==> src/rtl/ctrl_pkg.sv <==
// Shared types and constants for the datapath control unit: FSM states,
// opcode encodings, instruction field positions and the decoded control bundle.
package ctrl_pkg;

  typedef enum logic [2:0] {
    ST_IDLE      = 3'd0,
    ST_FETCH     = 3'd1,
    ST_DECODE    = 3'd2,
    ST_EXECUTE   = 3'd3,
    ST_WRITEBACK = 3'd4,
    ST_HALT      = 3'd5
  } state_t;

  typedef enum logic [1:0] {
    BR_JMP = 2'd0,
    BR_Z   = 2'd1,
    BR_P   = 2'd2,
    BR_NONE = 2'd3
  } br_t;

  localparam logic [4:0] OP_NOP  = 5'b00000;
  localparam logic [4:0] OP_MOVI = 5'b10110;
  localparam logic [4:0] OP_LD   = 5'b10000;
  localparam logic [4:0] OP_ST   = 5'b10001;
  localparam logic [4:0] OP_JMP  = 5'b11000;
  localparam logic [4:0] OP_BZ   = 5'b11001;
  localparam logic [4:0] OP_BP   = 5'b11010;
  localparam logic [4:0] OP_HALT = 5'b11111;

  localparam logic [3:0] ALU_PASS_B = 4'b1011;

  localparam int OPC_MSB = 15;
  localparam int OPC_LSB = 11;
  localparam int RD_MSB  = 10;
  localparam int RD_LSB  = 8;
  localparam int RS_MSB  = 7;
  localparam int RS_LSB  = 5;
  localparam int RT_MSB  = 4;
  localparam int RT_LSB  = 2;
  localparam int IMM_MSB = 7;
  localparam int IMM_LSB = 0;

  typedef struct packed {
    logic       is_alu;
    logic       is_movi;
    logic       is_ld;
    logic       is_st;
    logic       is_branch;
    br_t        br_type;
    logic       is_halt;
    logic       illegal;
    logic [3:0] alu_sel;
  } ctrl_t;

endpackage

==> src/rtl/instr_decode.sv <==
// Combinational opcode decoder: turns the instruction opcode field into the
// control bundle consumed by the sequencing FSM.
module instr_decode
  import ctrl_pkg::*;
(
  input  logic [4:0] opcode,
  output ctrl_t      ctrl
);

  // opcode classification; undefined encodings flagged illegal and act as NOP
  always_comb begin
    ctrl         = '0;
    ctrl.br_type = BR_NONE;
    if (opcode[4] == 1'b0) begin
      if (opcode != OP_NOP) begin
        ctrl.is_alu  = 1'b1;
        ctrl.alu_sel = opcode[3:0];
      end else begin
        ctrl.is_alu  = 1'b0;
      end
    end else begin
      case (opcode)
        OP_MOVI: begin
          ctrl.is_movi = 1'b1;
          ctrl.alu_sel = ALU_PASS_B;
        end
        OP_LD:   ctrl.is_ld = 1'b1;
        OP_ST:   ctrl.is_st = 1'b1;
        OP_JMP: begin
          ctrl.is_branch = 1'b1;
          ctrl.br_type   = BR_JMP;
        end
        OP_BZ: begin
          ctrl.is_branch = 1'b1;
          ctrl.br_type   = BR_Z;
        end
        OP_BP: begin
          ctrl.is_branch = 1'b1;
          ctrl.br_type   = BR_P;
        end
        OP_HALT: ctrl.is_halt = 1'b1;
        default: ctrl.illegal = 1'b1;
      endcase
    end
  end

endmodule

==> src/rtl/datapath_ctrl.sv <==
// Multi-cycle sequencer for the 16-bit datapath: fetch over a req/valid port,
// decode, execute branches, and issue one-cycle writeback enables.
module datapath_ctrl
  import ctrl_pkg::*;
#(
  parameter int DATA_W   = 16,
  parameter int PC_W     = 8,
  parameter int RESET_PC = 0
) (
  input  logic              clock,
  input  logic              reset,
  input  logic              start,
  output logic              imem_req,
  output logic [PC_W-1:0]   imem_addr,
  input  logic [DATA_W-1:0] imem_data,
  input  logic              imem_valid,
  output logic [2:0]        rs_addr,
  output logic [2:0]        rt_addr,
  output logic [2:0]        rd_addr,
  output logic [DATA_W-1:0] imm_data,
  output logic [3:0]        alu_sel,
  output logic              imm_sel,
  output logic              rf_write,
  output logic              mem_write,
  output logic              mem_sel,
  input  logic              zero_flag,
  input  logic              pos_flag,
  output logic              halted,
  output logic              illegal_op
);

  localparam logic [PC_W-1:0] PC_INIT = PC_W'(RESET_PC);

  state_t            state, next_state;
  logic [PC_W-1:0]   pc, next_pc;
  logic [DATA_W-1:0] ir, next_ir;
  logic              zf_q, pf_q, next_zf, next_pf;
  logic              take_branch;
  ctrl_t             ctrl;

  instr_decode u_decode (
    .opcode (ir[OPC_MSB:OPC_LSB]),
    .ctrl   (ctrl)
  );

  // state, PC, IR and flag latches
  always_ff @(posedge clock or negedge reset) begin
    if (!reset) begin
      state <= ST_IDLE;
      pc    <= PC_INIT;
      ir    <= '0;
      zf_q  <= 1'b0;
      pf_q  <= 1'b0;
    end else begin
      state <= next_state;
      pc    <= next_pc;
      ir    <= next_ir;
      zf_q  <= next_zf;
      pf_q  <= next_pf;
    end
  end

  // branch condition from the latched flags
  always_comb begin
    case (ctrl.br_type)
      BR_JMP:  take_branch = 1'b1;
      BR_Z:    take_branch = zf_q;
      BR_P:    take_branch = pf_q;
      default: take_branch = 1'b0;
    endcase
  end

  // next-state, PC and flag update
  always_comb begin
    next_state = state;
    next_pc    = pc;
    next_ir    = ir;
    next_zf    = zf_q;
    next_pf    = pf_q;
    case (state)
      ST_IDLE, ST_HALT: begin
        if (start) begin
          next_state = ST_FETCH;
          next_pc    = PC_INIT;
          next_zf    = 1'b0;
          next_pf    = 1'b0;
        end else begin
          next_state = state;
        end
      end
      ST_FETCH: begin
        if (imem_valid) begin
          next_ir    = imem_data;
          next_pc    = pc + PC_W'(1);
          next_state = ST_DECODE;
        end else begin
          next_state = ST_FETCH;
        end
      end
      ST_DECODE: next_state = ST_EXECUTE;
      ST_EXECUTE: begin
        if (ctrl.is_halt) begin
          next_state = ST_HALT;
        end else if (ctrl.is_branch) begin
          next_state = ST_FETCH;
          if (take_branch) begin
            next_pc = PC_W'(ir[IMM_MSB:IMM_LSB]);
          end else begin
            next_pc = pc;
          end
        end else begin
          next_state = ST_WRITEBACK;
        end
      end
      ST_WRITEBACK: begin
        next_state = ST_FETCH;
        if (ctrl.is_alu || ctrl.is_movi) begin
          next_zf = zero_flag;
          next_pf = pos_flag;
        end else begin
          next_zf = zf_q;
        end
      end
      default: next_state = ST_IDLE;
    endcase
  end

  // outputs decoded from state and IR only; everything idles at zero
  always_comb begin
    imem_req   = 1'b0;
    imem_addr  = '0;
    rs_addr    = 3'd0;
    rt_addr    = 3'd0;
    rd_addr    = 3'd0;
    imm_data   = '0;
    alu_sel    = 4'd0;
    imm_sel    = 1'b0;
    rf_write   = 1'b0;
    mem_write  = 1'b0;
    mem_sel    = 1'b0;
    halted     = 1'b0;
    illegal_op = 1'b0;
    case (state)
      ST_FETCH: begin
        imem_req  = 1'b1;
        imem_addr = pc;
      end
      ST_DECODE, ST_EXECUTE, ST_WRITEBACK: begin
        imem_addr = pc;
        rd_addr   = ir[RD_MSB:RD_LSB];
        rt_addr   = ir[RT_MSB:RT_LSB];
        rs_addr   = ctrl.is_movi ? 3'd0 : ir[RS_MSB:RS_LSB];
        imm_data  = {{(DATA_W-8){1'b0}}, ir[IMM_MSB:IMM_LSB]};
        imm_sel   = ctrl.is_movi;
        if (state == ST_DECODE) begin
          illegal_op = ctrl.illegal;
        end else begin
          // ALU select held through writeback so the result stays valid
          alu_sel = ctrl.alu_sel;
        end
        if (state == ST_WRITEBACK) begin
          rf_write  = ctrl.is_alu || ctrl.is_movi || ctrl.is_ld;
          mem_write = ctrl.is_st;
          mem_sel   = ctrl.is_ld;
        end else begin
          rf_write  = 1'b0;
        end
      end
      ST_HALT: begin
        halted    = 1'b1;
        imem_addr = pc;
      end
      default: imem_req = 1'b0;
    endcase
  end

endmodule

==> config.mk <==
export PLATFORM = sky130hd
export DESIGN_NAME = datapath_ctrl
export DESIGN_NICKNAME = d
export VERILOG_FILES = /design/src/rtl/ctrl_pkg.sv /design/src/rtl/instr_decode.sv /design/src/rtl/datapath_ctrl.sv
export SDC_FILE = /design/constraint.sdc
export NUM_CORES = 1
export LEC_CHECK = 0
export ABC_AREA = 1
export BUFFER_PORTS_ARGS = -buffer_cell sky130_fd_sc_hd__buf_2
export CORE_ASPECT_RATIO = 2
export CORE_UTILIZATION = 45
export DETAILED_ROUTE_END_ITERATION = 12
export GPL_ROUTABILITY_DRIVEN = 0
export PLACE_DENSITY = 0.73
export SYNTH_ARGS = -nofsm -noshare
export SYNTH_HDL_FRONTEND = slang
export SYNTH_SLANG_ARGS = --single-unit
==> constraint.sdc <==
create_clock -name clock -period 2.3 [get_ports clock]
set_clock_uncertainty 0.15 [all_clocks]
set_input_delay 0.115 -clock clock [delete_from_list [all_inputs] [get_ports clock]]
set_output_delay 0.115 -clock clock [all_outputs]
set_load 0.01 [all_outputs]
# After elaboration in Yosys (flattened, before gate mapping)
# Index checks and enable logic that the tools add are counted.
# Widths: inputs -> output; s select.
op_classes:
  add_sub_neg: 1
  n_eq_ne: 20
  n_mux: 48
  reduce_logical: 14
op_table:
  columns: ["operator", "n"]
  rows:
  - ["$mux 8", 8]
  - ["$eq 5x5->1 const B", 7]
  - ["$pmux 8 s3", 1]
  - ["$mux 1", 21]
  - ["$mux 3", 7]
  - ["$mux 4", 5]
  - ["$pmux 3 s5", 1]
  - ["$ne 2x2->1 const B", 6]
  - ["$pmux 3 s3", 1]
  - ["$add 8x1->8 const B", 1]
  - ["$reduce_or 7->1", 1]
  - ["$eq 3x2->1 const B", 2]
  - ["$eq 3x3->1 const B", 2]
  - ["$reduce_and 6->1", 1]
  - ["$reduce_bool 5->1", 1]
  - ["$reduce_or 5->1", 1]
  - ["$pmux 1 s2", 2]
  - ["$eq 3x1->1 const B", 1]
  - ["$logic_not 3->1", 1]
  - ["$pmux 1 s3", 1]
  - ["$reduce_and 3->1", 1]
  - ["$reduce_bool 3->1", 1]
  - ["$reduce_or 3->1", 1]
  - ["$eq 2x1->1 const B", 1]
  - ["other kinds (7)", 8]
totals:
  register_bits: 29
  in_bits: 22

# Depth between registers and ports, before layout
# Gate-level depths: netlist of run 1.
depth:
  depth_word: 10
  ltp_mapped: 10
  depth_no_buf: 9

# Hierarchy
# From an unflattened synthesis of run 1, not the netlist that was laid out.
hier_totals:
  cells_unflattened: 289
  hier_area_um2: 2045.7
by_module_without_submodules:
  columns: ["module", "instances", "cells_per_inst", "area_each_um2"]
  rows:
  - ["datapath_ctrl", 1, 254, 1888.1]
  - ["instr_decode", 1, 35, 157.7]

# Worst setup path after synthesis of run 1
# Ideal clock, no wire load.
synth_path:
  path_type: "register -> output"
  from: "register state[1]"
  to: "output rt_addr[0]"
  arrival_time_ns: 1.282
  setup_slack_ns: 0.753
  path_stages_with_launch: 8
  n_path_buf: 2
  path_cell_list: "dfrtp_1 -> inv_1 -> nand2_1 -> nor2_4 -> nor2_4 -> buf_4 -> nor2_1 -> buf_4"
synth_via:
  elab_chain_len: 3
  word_cells_on_any_way: 5
synth_rtl:
  columns: ["item", "line", "source"]
  rows:
  - ["from (decl)", "datapath_ctrl.sv:34", "state_t state, next_state;"]
  - ["from (signal assigned)", "datapath_ctrl.sv:55", "state <= next_state;"]
  - ["$eq 3x2->1 / $eq 3x3->1 (equally long branches)", "datapath_ctrl.sv:143", "case (state)"]
  - ["$reduce_or 3->1 *", "datapath_ctrl.sv:143", null]
  - ["$mux 3 *", "datapath_ctrl.sv:143", null]
  - ["to (decl)", "datapath_ctrl.sv:18", "output logic [2:0] rt_addr,"]
# Every way passes the cells marked *; elsewhere a longest branch is shown, timed or not.

# Worst setup path after layout of run 1
layout_path:
  from: "register ir[12]"
  to: "output imm_sel"
layout_via:
  elab_chain_len: 4
layout_rtl:
  columns: ["item", "line", "source"]
  rows:
  - ["from (decl)", "datapath_ctrl.sv:36", "logic [DATA_W-1:0] ir, next_ir;"]
  - ["from (signal assigned)", "datapath_ctrl.sv:57", "ir <= next_ir;"]
  - ["$eq 5x5->1", "instr_decode.sv:22", "case (opcode)"]
  - ["$mux 1", "instr_decode.sv:22", null]
  - ["$mux 8", "instr_decode.sv:14", "if (opcode[4] == 1'b0) begin"]
  - ["$mux 1", "datapath_ctrl.sv:143", null]
  - ["to (decl)", "datapath_ctrl.sv:22", "output logic imm_sel,"]
# Every way passes these cells.

==> results.yml, run 1 <==
run_status:
  status: "finished clean"
place:
  io_buffers: 57
  placed_cells: 387
  dp.final_hpwl_mm: 3.46
sta:
  worstMarginPinSlew_ns: 0.648
  whs_ns: 0.00138
  slew_viol_final: 0
  final.setup.tns_ns: 0
  finalCritPeriodShare_pct: 83.1
  finalSetupViolations: 0
  hold_violations: 0
  relSlewSlack_pct: 56.8
  max_freq_mhz: 523
  rsz0062_at_grt: "false"
  period_needed_ns: 1.91
power:
  powerDensity_mw_per_mm2: 1270
  p_sw_share_pct: 48.5
  p_clk_share_pct: 16.0
  p_total_mw: 3.16
  peakVddDrop_uv: 682
  comb_power_share_pct: 56.0
  p_sw_mw: 1.53
  intPower_mw: 1.63
  p_seq_share_pct: 28.0
  p_leak_nw: 1.47
clocking:
  clk_pin_slew_worst_paths_ns: 0.06
  h-tree-depth: 2
  cts-root-buf: "clkbuf_8"
  worst_skew_pair.late_latency_ns: 0.28
  tritoncts: "yes"
  cts_sinks: 29
  cts_resized: 0
  clock_path_buffers: 2
  numCtsBuffers: 5
drt:
  vias_per_cell: 4.80
  vias: 1979
  drt_iter0_drc: 41
  drt.antenna.violating_nets: 0
  first_pass_iters: 4
  drc: 0
  drt-wirelength-per-cell_um: 11.3
  finalWirelength_mm: 4.68
logic_synthesis:
  synth_top_area_share_pct: 37.1
  synth_top_cell_by_area: "dfrtp_1"
  post_synth.cell_area_avg_um2: 6.82
  synthDistinctLibCells: 29
  ys_ff_latch: 29
  seq_area_frac_synth_pct: 37.1
  ys_top_cells_by_area: "dfrtp_1, nand2_1, nor2_1"
  syn_inst: 287
  ys_warn_count: 0
  synth_area_mm2: 0.00196
floorplanning:
  fp-row-count: 33
  initial_core_util_pct: 47.4
  die_x_um: 48.6
  die-area_mm2: 0.00463
  io-pin-count: 66
  die_y_um: 95.3
  core_mm2: 0.00413
flow_run:
  maxCapViolCount: 0
final_layout:
  fill_cells: 396
  drive_above_1_share_pct: 23.6
  seqCellArea_um2: 726
  nets: 383
  multi_input_area_um2: 960
  diodes: 0
  instances_no_fill: 412
  area_growth_pct: 27.5
hold_path:
  hp-class: "in2reg"
critical_path:
  cp.arrival_ns: 1.65
  crit_fanout: 5
  crit_type: "reg2out"
  critPathCaptureType: "output port"
  required_ns: 2.04
  startpoint_type: "flip-flop"
global_routing:
  grt_pass1_vias: 1798
  grt_pass1_wl_mm: 7.77
  antenna_found_initial: 0
  gr-total-overflow: 0
  grt.total_usage_pct: 21.9
  grt_max_degree: 33
-- power by group through the flow --
stage	logic [mW]	clock network (mW)	registers, mW
after global placement	1.71	0	0.877
after detailed placement	1.74	0	0.889
after CTS	1.78	0.513	0.883
after global routing	1.99	0.532	0.923
after floorplan	1.37	0	0.834
final	1.77	0.507	0.886
-- layout by cell type (no fill, tap or decap), drive strengths merged --
cell	netlist	final
dlygate4sd3	0	18
o211ai	1	1
clkbuf	0	5
nor2	57	57
nor4	1	1
buf	17	58
o21ai	13	13
bufinv	0	1
nand3	20	20
nor3	4	4
ha	1	1
a21oi	18	18
o21bai	1	1
inv	44	44
clkinv	0	1
nand4	2	2
dfrtp	29	29
nand3b	1	1
nand2	77	77
conb	1	8
-- through the flow --
| step | utilization (%) | cell area, um^2 | setup slack [ns] |
|---|---|---|---|
| floorplan | - | 1980 | 0.753 |
| global placement | 53.5 | 2210 | 0.677 |
| detailed placement | 53.5 | 2210 | 0.613 |
| CTS | 60.4 | 2490 | 0.382 |
| global route | 60.4 | 2490 | 0.245 |
| finish | 60.4 | 2490 | 0.389 |
-- layer usage --
| layer | GRT usage (%) | vias to the layer above | share of wire [%] |
|---|---|---|---|
| li1 | - | 1007 | - |
| met1 | 21.9 | 898 | 38 |
| met2 | 42.7 | 64 | 56 |
| met3 | 3.03 | 10 | 3.8 |
| met4 | 11.3 | 0 | 2.6 |
| met5 | 0 | - | 0 |
-- worst paths after layout --
| path | from | to | slack [ns] | depth (start not counted) |
|---|---|---|---|---|
| worst max-delay path | ir[12]$_DFFE_PN0P_ | imm_sel | 0.39 | 7 |
| worst min-delay path | start | state[2]$_DFFE_PN0P_ | 0.001 | 4 |
| worst max register to register | state[2]$_DFFE_PN0P_ | ir[14]$_DFFE_PN0P_ | 0.39 | 7 |
| worst min register to register | pf_q$_DFFE_PN0P_ | pf_q$_DFFE_PN0P_ | 0.33 | 2 |
| max in group asynchronous | reset | ir[12]$_DFFE_PN0P_ | 1.33 | 2 |
| min in group asynchronous | reset | ir[8]$_DFFE_PN0P_ | 0.25 | 2 |
-- kinds of logic (layout without fill, tap and decap cells) --
group	count (synthesis)	count (layout)	synth area share, %
and+or+nand+nor	162	162	38.0
buffers and inverters	61	127	15.2
adders and majority gates	1	1	0.639
other	1	8	0.192
DFF	29	29	37.1
AOI/OAI and AO/OA	33	33	8.89
-- registers in the layout, indices dropped and copies added, names as in the netlist --
| signal | flops |
|---|---|
| ir | 16 |
| pc | 8 |
| state | 3 |
| pf_q | 1 |
| zf_q | 1 |
-- Yosys cell counts --
library cell	number
buf_2	2
nor3_1	4
nor2_8	1
o21ai_1	1
buf_6	2
nand3_4	1
a21oi_2	1
nand2_2	5
nor2_1	51
nor2_4	3
inv_1	41
nand3_2	2
nor4_1	1
nand3_1	17
nand2_1	70
dfrtp_1	29
nor2_2	2
o211ai_1	1
inv_2	2
ha_1	1
o21bai_1	1
conb_1	1
a21oi_1	17
o21ai_0	12
nand4_1	2
buf_4	13
nand3b_1	1
inv_4	1
nand2_4	2
-- repair_timing --
action / 4_1_cts / 5_1_grt
hold buffers: 18 / 0
buffers inserted: 0 / 0
endpoints found under the hold margin: 45 / 0
-- critical path: stages (launching register included) --
cell     delay [ns]
dfrtp_1        0.40
inv_1          0.11
nor2_1         0.10
nand2_1        0.08
nor2_1         0.28
o21ai_0        0.19
inv_1          0.08
buf_2          0.12
-- area by class of cell --
cell class | instances | area share (%)
clock buffers | 5 | 2.76
clock inverters | 2 | 1.40
well taps | 52 | 2.61
repair buffers | 76 | 19.0
multi-input cells | 204 | 38.5
flip-flops and latches | 29 | 29.1
inverters | 44 | 6.72
(Power assumes the default switching activity.)
==> run 2, diff against run 1 <==
--- a/config.mk
+++ b/config.mk
@@ -5,7 +5,7 @@
 export SDC_FILE = /design/constraint.sdc
 export NUM_CORES = 1
 export LEC_CHECK = 0
-export ABC_AREA = 1
+export ABC_AREA = 0
 export BUFFER_PORTS_ARGS = -buffer_cell sky130_fd_sc_hd__buf_2
 export CORE_ASPECT_RATIO = 2
 export CORE_UTILIZATION = 45
==> constraint.sdc (replaced) <==
create_clock -name clock -period 2 [get_ports clock]
set_clock_uncertainty 0.15 [all_clocks]
set_input_delay 0.1 -clock clock [delete_from_list [all_inputs] [get_ports clock]]
set_output_delay 0.1 -clock clock [all_outputs]
set_load 0.01 [all_outputs]
==> run 2 against run 1 <==
Net effect:
- core utilization rose by 5.8 points
- die area rose by 0.19%
- sequential power rose by 30%
- synthesized cell count fell by 29%
- largest power group unchanged
==> results.yml, run 2 <==
run_status:
  status: "finished clean"
logic_synthesis:
  synth_top_area_share_pct: 37.0
  post_synth.cell_area_avg_um2: 9.61
  ys_ff_latch: 29
  seq_area_frac_synth_pct: 37.0
  synthDistinctLibCells: 46
  synth-main-ff-cell: "dfrtp_1"
  synth_top_cell_by_area: "dfrtp_1"
  synth_commonest_cells: "dfrtp_1, and2_1, mux2_1"
  synth_area_mm2: 0.00196
  synth.most_common_cell: "dfrtp_1"
  async_flop_share_pct: 100
  ys_warn_count: 0
  ys_top_cells_by_area: "dfrtp_1, mux2_1, and2_1"
  syn_inst: 204
  synth_edf_count: 0
final_layout:
  area_growth_pct: 39.4
  diodes: 0
  post-route-util_pct: 66.2
  layout_commonest_cell: "buf_2"
  nets: 314
  drive_above_1_share_pct: 35.6
  largestRegisters: "ir: 16 flops, pc: 8 flops, state: 3 flops"
  fill_cells: 360
  regMostFlops: "ir"
  layout_common_cells: "buf_2, dfrtp_1, and2_1"
  seqCellArea_um2: 727
  largest_register_ffs: 16
  multi_input_area_mm2: 0.00113
hold_path:
  hp-class: "in2reg"
  min_to: "state[2]$_DFFE_PN0P_"
  min_path_cells: 3
  hp-start: "start"
floorplanning:
  die_y_um: 95.4
  initial_core_util_pct: 47.5
  io-pin-count: 66
  core_mm2: 0.00413
  fp-row-count: 33
  die-area_mm2: 0.00464
  die_x_um: 48.7
critical_path:
  crit_type: "reg2out"
  critical_path.max_stage_delay_ns: 0.38
  startpoint_type: "flip-flop"
  crit_buf_inv: 3
  crit_cells: 7
  crit_family: "simple AND/OR/NAND/NOR gates"
  crit_fanout: 4
  r2r_slack_ns: 0.08
  cp.arrival_ns: 1.73
  critPathCaptureType: "output port"
  rr_startpoint: "ir[11]$_DFFE_PN0P_"
  slowest_stage: "dfrtp_1"
  reg2reg_to: "pc[2]$_DFFE_PN0P_"
  rr_worst_depth: 6
  required_ns: 1.75
  path_cells: "buf_4 -> nand2b_4 -> nor2_4 -> buf_6 -> nand3_2 -> nor4b_2 -> buf_2"
drt:
  finalWirelength_mm: 5.45
  drt.antenna.violating_nets: 0
  vias_per_cell: 5.41
  drt_iter0_drc: 47
  vias: 1860
  drt-wirelength-per-cell_um: 15.8
  first_pass_iters: 4
  drc: 0
clocking:
  cts_sinks: 29
  clk_pin_slew_worst_paths_ns: 0.07
  numCtsBuffers: 5
  h-tree-depth: 2
  cts-root-buf: "clkbuf_8"
  tritoncts: "yes"
  worst_skew_pair.late_latency_ns: 0.28
  clock_path_buffers: 2
global_routing:
  grt_pass1_vias: 1803
  gr-total-overflow: 0
  antenna_found_initial: 0
  grt_pass1_wl_mm: 8.45
  grt_max_degree: 30
  grt.total_usage_pct: 24.3
power:
  p_sw_share_pct: 42.2
  p_seq_share_pct: 27.4
  powerDensity_mw_per_mm2: 1540
  p_sw_mw: 1.77
  peakVddDrop_uv: 1110
  comb_power_share_pct: 57.6
  intPower_mw: 2.43
  p_leak_nw: 1.29
  p_total_mw: 4.20
  p_clk_share_pct: 15.0
sta:
  finalCritPeriodShare_pct: 99.2
  slew_viol_final: 0
  finalSetupViolations: 0
  relSlewSlack_pct: 55.1
  worstMarginPinSlew_ns: 0.673
  worst_slack_ns: 0.0167
  max_freq_mhz: 504
  hold_violations: 0
  period_needed_ns: 1.98
place:
  io_buffers: 57
  dpl_worst_slack_ns: 0.107
  dp.final_hpwl_mm: 3.63
flow_run:
  maxCapViolCount: 0
==> run 2: changes by cell type after synthesis, moves of 6 or more <==
| cell | before | now |
|---|---|---|
| nand2_1 | 70 | 11 |
| nor2_1 | 51 | 8 |
| inv_1 | 41 | 4 |
| and2_1 | 0 | 22 |
| mux2_1 | 0 | 15 |
| nand3_1 | 17 | 4 |
| o21ai_0 | 12 | 4 |
| o2bb2ai_1 | 0 | 8 |
| clkbuf_1 | 0 | 6 |
| nand2b_1 | 0 | 6 |
==> run 2: worst max path at each step <==
stage / from / endpoint / slack (ns)
CTS: ir[11]$_DFFE_PN0P_ / rf_write / 0.02
global placement: state[0]$_DFFE_PN0P_ / ir[1]$_DFFE_PN0P_ / 0.16
finish: state[0]$_DFFE_PN0P_ / mem_write / 0.02
global route: state[0]$_DFFE_PN0P_ / mem_write / -0.07
floorplan: state[1]$_DFFE_PN0P_ / ir[10]$_DFFE_PN0P_ / 0.01
detailed placement: state[0]$_DFFE_PN0P_ / ir[7]$_DFFE_PN0P_ / 0.11
==> run 2: area by class of cell <==
cell class              instances  area share (%)
clock buffers                   7            3.16
clock inverters                 1            1.10
inverters                       5           0.870
multi-input cells             153            41.4
flip-flops and latches         29            26.6
well taps                      52            2.38
repair buffers                 97            24.5
==> run 2: tightest hold or removal path, delay by kind of cell <==
kind / cells / cell delay (ns)
buffers and inverters: 2 / 0.18
AOI/OAI and AO/OA: 1 / 0.14
==> run 2: power groups by stage <==
stage / sequential (mW) / combinational (mW) / clock [mW]
floorplan: 1.00 / 1.63 / 0
global placement: 1.14 / 2.11 / 0
detailed placement: 1.15 / 2.15 / 0
CTS: 1.14 / 2.25 / 0.636
global route: 1.19 / 2.64 / 0.658
finish: 1.15 / 2.42 / 0.629
==> run 2: kinds of logic (layout without fill, tap and decap cells) <==
kind of cell	Yosys count	count (layout)	synth area share (%)
DFF	29	29	37.0
and+or+nand+nor	81	81	23.7
adders and majority gates	1	1	0.638
xor gates and xnor gates	2	2	0.894
buffers and inverters	29	110	9.25
muxes	20	20	11.7
AOI/OAI and AO/OA	41	41	16.7
other	1	8	0.191
==> run 2: routing by layer <==
layer,global-route usage (%),share of wire [%],vias to the layer above
li1,-,-,881
met2,48.8,57,71
met1,23.8,35,893
met4,11.0,3.6,0
met3,3.19,3.6,15
met5,0,0,-
==> run 2: repair_timing <==
item / in CTS / in global routing
endpoints found under the setup margin: 26 / 29
buffers inserted: 1 / 3
resized for setup: 6 / 11
pin swaps: 1 / 4
endpoints found under the hold margin: 48 / 0
gates cloned: 0 / 1
hold buffers: 20 / 0
==> run 2: stage by stage <==
| stage | setup TNS (ns) | area, um^2 | cells | hold slack, ns |
|---|---|---|---|---|
| finish | 0 | 2730 | 344 | 0.0361 |
| global route | -0.0743 | 2730 | 344 | 0.0269 |
| CTS | 0 | 2650 | 340 | 0.0259 |
| detailed placement | 0 | 2300 | 311 | 0.0237 |
| global placement | 0 | 2300 | 311 | 0.0229 |
| floorplan | 0 | 1990 | 211 | -0.346 |
==> run 3, diff against run 2 <==
--- a/config.mk
+++ b/config.mk
@@ -12,6 +12,7 @@
 export DETAILED_ROUTE_END_ITERATION = 12
 export GPL_ROUTABILITY_DRIVEN = 0
 export PLACE_DENSITY = 0.73
+export RECOVER_POWER = 25
 export SYNTH_ARGS = -nofsm -noshare
 export SYNTH_HDL_FRONTEND = slang
 export SYNTH_SLANG_ARGS = --single-unit
==> run 3 against run 2 <==
Net effect:
- worst setup slack unchanged
- cell count unchanged
- via count unchanged
- non-clock buffer count unchanged
- total power about the same
- count of clock-buffer cells in the layout unchanged
- wire length about the same
- global-route usage unchanged
==> results.yml, run 3 (synthesized netlist as in run 2, its figures left out) <==
run_status:
  status: "finished clean"
final_layout:
  layout_commonest_cell: "buf_2"
  diodes: 0
  drive_above_1_share_pct: 35.6
  largestRegisters: "ir: 16 flops, pc: 8 flops, state: 3 flops"
  largest_register_ffs: 16
  layout_common_cells: "buf_2, dfrtp_1, and2_1"
  nets: 314
  regMostFlops: "ir"
  instances_no_fill: 344
  area_growth_pct: 39.4
  post-route-util_pct: 66.2
drt:
  vias_per_cell: 5.41
  drt-wirelength-per-cell_um: 15.8
  drc: 0
  first_pass_iters: 4
  finalWirelength_mm: 5.45
  vias: 1860
  drt.antenna.violating_nets: 0
  drt_iter0_drc: 47
floorplanning:
  die_x_um: 48.7
  die-area_mm2: 0.00464
  die_y_um: 95.4
  core_mm2: 0.00413
  fp-row-count: 33
  io-pin-count: 66
  initial_core_util_pct: 47.5
critical_path:
  crit_fanout: 4
  startpoint_type: "flip-flop"
  cp.arrival_ns: 1.73
  critPathCaptureType: "output port"
  r2r_slack_ns: 0.08
  rr_worst_depth: 6
  required_ns: 1.75
  reg2reg_to: "pc[2]$_DFFE_PN0P_"
  crit_type: "reg2out"
  rr_startpoint: "ir[11]$_DFFE_PN0P_"
flow_run:
  maxCapViolCount: 0
sta:
  finalSetupViolations: 0
  max_freq_mhz: 504
  hold_violations: 0
  finalCritPeriodShare_pct: 99.2
  slew_viol_final: 0
  worst_slack_ns: 0.0167
  worstMarginPinSlew_ns: 0.749
  relSlewSlack_pct: 50.1
  period_needed_ns: 1.98
  final.setup.tns_ns: 0
  whs_ns: 0.0361
global_routing:
  gr-total-overflow: 0
  grt_pass1_vias: 1803
  grt_pass1_wl_mm: 8.45
  grt_max_degree: 30
  antenna_found_initial: 0
  grt.total_usage_pct: 24.3
place:
  dpl_worst_slack_ns: 0.107
  dp.final_hpwl_mm: 3.63
  io_buffers: 57
  placed_cells: 311
clocking:
  clk_pin_slew_worst_paths_ns: 0.07
  worst_skew_pair.late_latency_ns: 0.28
  h-tree-depth: 2
  cts_sinks: 29
  cts-root-buf: "clkbuf_8"
  clock_path_buffers: 2
  tritoncts: "yes"
  numCtsBuffers: 5
hold_path:
  min_path_cells: 3
  hp-start: "start"
  min_to: "state[2]$_DFFE_PN0P_"
  hp-class: "in2reg"
power:
  p_leak_nw: 1.29
  powerDensity_mw_per_mm2: 1540
  peakVddDrop_uv: 1110
run 3: cell count changes in the layout (fill, tap and decap cells not counted):
cell,change
clkbuf_2,+1
buf_2,-1
run 3: critical path, cell delays in order, from the launching register on:
cell	delay (ns)
dfrtp_1	0.38
buf_4	0.15
nand2b_4	0.16
nor2_4	0.10
buf_6	0.12
nand3_2	0.10
nor4b_2	0.28
buf_2	0.17
run 3: area by class of cell:
cell class                 count  area [um^2]
inverter                       5         23.8
clock inverter                 1         30.0
tap                           52         65.1
sequential                    29          727
clock buffer                   7         86.3
timing repair buffer          97          669
multi-input combinational    153         1130
fill                         360         1400
run 3: worst max-delay path by stage:
| stage | startpoint | to | slack [ns] |
|---|---|---|---|
| finish | state[0]$_DFFE_PN0P_ | mem_write | 0.02 |
| global route | state[0]$_DFFE_PN0P_ | mem_write | -0.07 |
| CTS | ir[11]$_DFFE_PN0P_ | rf_write | 0.02 |
| detailed placement | state[0]$_DFFE_PN0P_ | ir[7]$_DFFE_PN0P_ | 0.11 |
| global placement | state[0]$_DFFE_PN0P_ | ir[1]$_DFFE_PN0P_ | 0.16 |
| floorplan | state[1]$_DFFE_PN0P_ | ir[10]$_DFFE_PN0P_ | 0.01 |
run 3: timing repair:
item / CTS / global route
endpoints found under the hold margin: 48 / 0
buffers inserted: 1 / 3
gates cloned: 0 / 1
gates resized for setup: 6 / 11
setup endpoints to repair: 26 / 29
pin swaps: 1 / 4
hold buffers: 20 / 0
run 3: layer usage:
metal,up-vias,global-route usage [%],wire length [um]
li1,881,-,-
met1,893,23.8,1930
met2,71,48.8,3130
met3,15,3.19,195
met4,0,11.0,194
met5,-,0,0
run 3: power by group:
part | switching, mW | total, mW | internal [mW]
sequential | 0.303 | 1.15 | 0.849
clock | 0.224 | 0.629 | 0.406
combinational | 1.25 | 2.42 | 1.18
run 3: per-stage QoR:
step,instance area (um^2),power [mW]
after global placement,2300,3.26
after global routing,2730,4.48
final,2730,4.20
after detailed placement,2300,3.31
after floorplan,1990,2.63
after CTS,2650,4.02
